$ cat src/rtl/mem_access_unit.sv
// mem_access_unit
//   RV32I load/store initiator for a word-wide RAM without byte enables.
//   One request at a time; sub-word stores use read-modify-write, loads are
//   lane-extracted and sign/zero-extended, bad requests get an error response
//   without touching memory.
//
// Ports
//   clk, rst                      clock (rising edge), synchronous active-high reset
//   req_valid/req_ready           request handshake; ready only while idle
//   req_we, req_funct3            store/load select and RV32I width code
//   req_addr, req_wdata           byte address and right-aligned store data
//   resp_valid                    one-cycle completion pulse
//   resp_rdata, resp_err          registered response, held until the next one
//   mem_ren, mem_raddr            RAM read port (data returns next cycle)
//   mem_wen, mem_waddr, mem_wdata RAM write port
//   mem_rdata                     RAM read data
module mem_access_unit #(
  parameter  int MEM_WIDTH  = 32,
  parameter  int MEM_DEPTH  = 256,
  localparam int ADDR_WIDTH = $clog2(MEM_DEPTH)
) (
  input  logic                  clk,
  input  logic                  rst,
  input  logic                  req_valid,
  output logic                  req_ready,
  input  logic                  req_we,
  input  logic [2:0]            req_funct3,
  input  logic [31:0]           req_addr,
  input  logic [MEM_WIDTH-1:0]  req_wdata,
  output logic                  resp_valid,
  output logic [MEM_WIDTH-1:0]  resp_rdata,
  output logic                  resp_err,
  output logic                  mem_ren,
  output logic [ADDR_WIDTH-1:0] mem_raddr,
  output logic                  mem_wen,
  output logic [ADDR_WIDTH-1:0] mem_waddr,
  output logic [MEM_WIDTH-1:0]  mem_wdata,
  input  logic [MEM_WIDTH-1:0]  mem_rdata
);

  typedef enum logic [1:0] {S_IDLE, S_READ, S_MERGE, S_WRITE} state_t;

  state_t state, state_d;

  logic                  we_p0;
  logic [2:0]            f3_p0;
  logic [ADDR_WIDTH+1:0] addr_p0;
  logic [MEM_WIDTH-1:0]  word_p1;

  logic                  accept;
  logic                  merge_en;
  logic                  resp_valid_d;
  logic                  resp_err_d;
  logic [MEM_WIDTH-1:0]  resp_rdata_d;

  // Addresses wrap modulo the RAM size; the upper bits are deliberately dropped.
  logic unused_addr_hi;
  assign unused_addr_hi = ^req_addr[31:ADDR_WIDTH+2];

  function automatic logic req_error(input logic we, input logic [2:0] f3,
                                     input logic [1:0] a);
    case (f3)
      3'b000:  return 1'b0;
      3'b001:  return a[0];
      3'b010:  return a != 2'b00;
      3'b100:  return we;            // no unsigned store
      3'b101:  return we | a[0];
      default: return 1'b1;
    endcase
  endfunction

  function automatic logic [MEM_WIDTH-1:0] load_extract(input logic [2:0] f3,
      input logic [1:0] a, input logic [MEM_WIDTH-1:0] rdata);
    logic signed [7:0]  b;
    logic signed [15:0] h;
    b = rdata[{a, 3'b000} +: 8];
    h = rdata[{a[1], 4'b0000} +: 16];
    case (f3)
      3'b000:  return MEM_WIDTH'(b);
      3'b100:  return MEM_WIDTH'(unsigned'(b));
      3'b001:  return MEM_WIDTH'(h);
      3'b101:  return MEM_WIDTH'(unsigned'(h));
      default: return rdata;
    endcase
  endfunction

  function automatic logic [MEM_WIDTH-1:0] store_merge(input logic [2:0] f3,
      input logic [1:0] a, input logic [MEM_WIDTH-1:0] old,
      input logic [MEM_WIDTH-1:0] wd);
    logic [MEM_WIDTH-1:0] w;
    w = old;
    if (f3 == 3'b000) w[{a, 3'b000} +: 8] = wd[7:0];
    else              w[{a[1], 4'b0000} +: 16] = wd[15:0];
    return w;
  endfunction

  always_ff @(posedge clk) begin
    if (rst) begin
      state      <= S_IDLE;
      resp_valid <= 1'b0;
      resp_err   <= 1'b0;
      resp_rdata <= '0;
    end else begin
      state      <= state_d;
      resp_valid <= resp_valid_d;
      resp_err   <= resp_err_d;
      resp_rdata <= resp_rdata_d;
    end
  end

  // p0: request capture; p1: store word, overwritten by the merged word in MERGE
  always_ff @(posedge clk) begin
    if (accept) begin
      we_p0   <= req_we;
      f3_p0   <= req_funct3;
      addr_p0 <= req_addr[ADDR_WIDTH+1:0];
      word_p1 <= req_wdata;
    end else if (merge_en) begin
      word_p1 <= store_merge(f3_p0, addr_p0[1:0], mem_rdata, word_p1);
    end
  end

  always_comb begin
    state_d      = state;
    accept       = 1'b0;
    merge_en     = 1'b0;
    resp_valid_d = 1'b0;
    resp_err_d   = resp_err;
    resp_rdata_d = resp_rdata;
    case (state)
      S_IDLE: begin
        if (req_valid) begin
          accept = 1'b1;
          if (req_error(req_we, req_funct3, req_addr[1:0])) begin
            resp_valid_d = 1'b1;
            resp_err_d   = 1'b1;
            resp_rdata_d = '0;
          end else if (req_we && req_funct3 == 3'b010) begin
            state_d = S_WRITE;
          end else begin
            state_d = S_READ;
          end
        end
      end
      S_READ: state_d = S_MERGE;
      S_MERGE: begin
        if (we_p0) begin
          merge_en = 1'b1;
          state_d  = S_WRITE;
        end else begin
          resp_valid_d = 1'b1;
          resp_err_d   = 1'b0;
          resp_rdata_d = load_extract(f3_p0, addr_p0[1:0], mem_rdata);
          state_d      = S_IDLE;
        end
      end
      S_WRITE: begin
        resp_valid_d = 1'b1;
        resp_err_d   = 1'b0;
        resp_rdata_d = '0;
        state_d      = S_IDLE;
      end
      default: state_d = S_IDLE;
    endcase
  end

  assign req_ready = (state == S_IDLE);
  assign mem_ren   = (state == S_READ);
  // A reset landing on the WRITE cycle must not corrupt memory.
  assign mem_wen   = (state == S_WRITE) && !rst;
  assign mem_raddr = addr_p0[ADDR_WIDTH+1:2];
  assign mem_waddr = addr_p0[ADDR_WIDTH+1:2];
  assign mem_wdata = word_p1;

endmodule

$ cat config.mk
export PLATFORM = sky130hd
export DESIGN_NAME = mem_access_unit
export DESIGN_NICKNAME = d
export VERILOG_FILES = /design/src/rtl/mem_access_unit.sv
export SDC_FILE = /design/constraint.sdc
export NUM_CORES = 1
export LEC_CHECK = 0
export CORE_MARGIN = 4
export CORE_UTILIZATION = 46
export DETAILED_ROUTE_END_ITERATION = 7
export PLACE_DENSITY = 0.91
export SLEW_MARGIN = 20
export SYNTH_ARGS = -nofsm -noshare
export SYNTH_HDL_FRONTEND = slang
export SYNTH_SLANG_ARGS = --single-unit
$ cat constraint.sdc
create_clock -name clk -period 4.8 [get_ports clk]
set_input_delay 0.96 -clock clk [delete_from_list [all_inputs] [get_ports clk]]
set_output_delay 0.96 -clock clk [all_outputs]
set_load 0.01 [all_outputs]
==> results.ini <==
[run_status]
status=finished, final reports clean

[sta]
fmax_ghz=0.269
hold_viol=0
fin_tns_setup_ps=0
rsz0062_at_grt=no
skew_ps=10.1
worst_slew_pin_slew_ps=970
timing.final.crit_share=0.774
hold_ws_ps=474
max_slew_margin=0.354
min_period_ps=3710
setup_viol=0
slew_violations=0

[cts]
cts.sinks=82
htreeDepth=3
cts_tree=yes
post_cts_resized=0
cts_setup_buffers=0
cts.clk_slew.worst_paths_ps=90
cts_buffers=9
cts_root_buffer=clkbuf_8
postCtsHoldBufs=0
clk_path_buf_depth=2
clk_latency_ps=360

[global_route]
grt_first_pass_wirelength_um=21700
grt_pass1_vias=4008
grt_overflow=0
grt_max_degree=37
track_usage=0.251
antenna_found_initial=0

[pwr]
vdd_ir_drop_max_mv=0.186
power_density_mw_per_mm2=293
leakage_uw=0.00216

[die]
fp.dieW_um=104
design.die.area_mm2=0.0109
start_util=0.481
num_rows=34
pin_count=188
die_h_um=104
core_area_mm2=0.00885

[layout]
nNetsFinal=646
final_layout_size_suffix_gt1_frac=0.0663
final_cell_mix=clkdlybuf4s50_1, edfxtp_1, nor2_1
num_antenna_cells=0
fin_cells=651
layout_commonest_cell=clkdlybuf4s50_1
layout-area-overhead-vs-synth_pct=40.8
final_area_mm2=0.00600
utilization=0.678

[detailed_routing]
drt_pass1_iterations=5
post_drt_via_cell_ratio=6.12
wl_met1_um=5600
vias=3983
dr_wl_met3_um=1340
route.detailed.drc=0
first_iter_violations=330
wl_met2_um=6450
wl_per_cell_um=21.2
route.final.wire_length_um=13800
postRouteAntennaNets=0
highest_layer=met4

[setup_path]
cp-start-kind=input port
endpoint_kind=output port
arrival_ps=2750
required_ps=3840
critPathKind=in2out
crit_fanout=25
ff2ff_path_depth=5

[placed_design]
postPlaceCellArea_mm2=0.00581
gp_congestion=0.944
io_buffers=165
placed_cells=635
hpwl_um=10300

[logic_synthesis]
synth_flop_cell=edfxtp_1
yosysWarnings=0
synthesis.area_mm2=0.00426
synth_nets=511
synth.distinct_cells=58
syn_area_per_cell_um2=10.6
synth_edf_count=46
yosys_register_bits=82
synth_async_sr_flop_share=0
synthCells=403
seq_area_frac_synth=0.494

[hold_path]
hold_class=reg2reg
hold_path_depth=2

[job]
cap_violations=0

power breakdown:
part	leakage (uW)	internal [uW]	switching (uW)
combinational	0.00132	224	222
clock	0.0000953	192	269
sequential	0.000740	811	41.2
total	0.00216	1230	532
cell usage after synthesis (all sizes together) (2+ instances only):
cell type	n	area, um^2
mux2i	16	160
a22o	22	193
a2bb2oi	6	52.6
buf	33	213
nand3b	2	15.0
edfxtp	46	1380
o21ai	26	130
and3	4	25.0
o31ai	8	60.1
a211oi	2	32.5
nand2	19	71.3
clkbuf	12	55.1
a221o	2	21.3
o22ai	6	37.5
and3b	2	17.5
nor4b	2	17.5
nor2b	3	18.8
dfxtp	36	721
o2bb2ai	17	149
mux2	2	22.5
nor3	2	10.0
and2	2	12.5
ha	5	62.6
a21oi	16	80.1
a221oi	16	140
inv	8	30.0
nand2b	6	37.5
o221ai	7	61.3
nand3	10	50.1
nor2	46	175
flip-flops by register name (all words and copies together) (netlist names):
signal      count
state           2
resp_err        1
mem_wdata      32
we_p0           1
resp_rdata     32
addr_p0        10
resp_valid      1
f3_p0           3
metal layers:
layer | vias up | track usage
met5 | - | 0
met4 | 0 | 0.105
met3 | 35 | 0.0646
met2 | 247 | 0.407
met1 | 1895 | 0.319
li1 | 1806 | -
cell type report:
cell class / count / area, um^2
fillers: 676 / 2850
flip-flops and latches: 82 / 2100
multi-input cells: 268 / 1870
repair buffers: 169 / 1680
well taps: 108 / 135
clock buffers: 9 / 124
clock inverters: 7 / 52.6
inverters: 8 / 30.0
worst max-delay path, stage by stage:
cell             delay [ps]
clkdlybuf4s50_1         480
inv_1                   520
and3_1                  240
clkdlybuf4s50_1         550
logic make-up after synthesis:
kind of cell / after synthesis / share of synthesized area
fa+ha+maj: 5 / 0.0147
simple gates: 105 / 0.121
compound gates: 140 / 0.258
buf+inv: 53 / 0.0699
flops: 82 / 0.494
mux: 18 / 0.0429
metrics by stage:
step | total power, uW | worst slack [ps]
2_1_floorplan | 1080 | 2460
3_3_place_gp | 1290 | 1140
3_5_place_dp | 1310 | 1120
4_1_cts | 1760 | 1110
5_1_grt | 1830 | 1000
6_report | 1760 | 1090
worst paths after layout:
kind | start | to | slack (ps)
worst max-delay path | rst | mem_wen | 1090
worst max register to register | f3_p0[0] | mem_wdata[1] | 1990
worst min register to register | resp_err | resp_err | 470
worst min-delay path | resp_err | resp_err | 470
No activity file was read; power rests on OpenSTA's default activity.
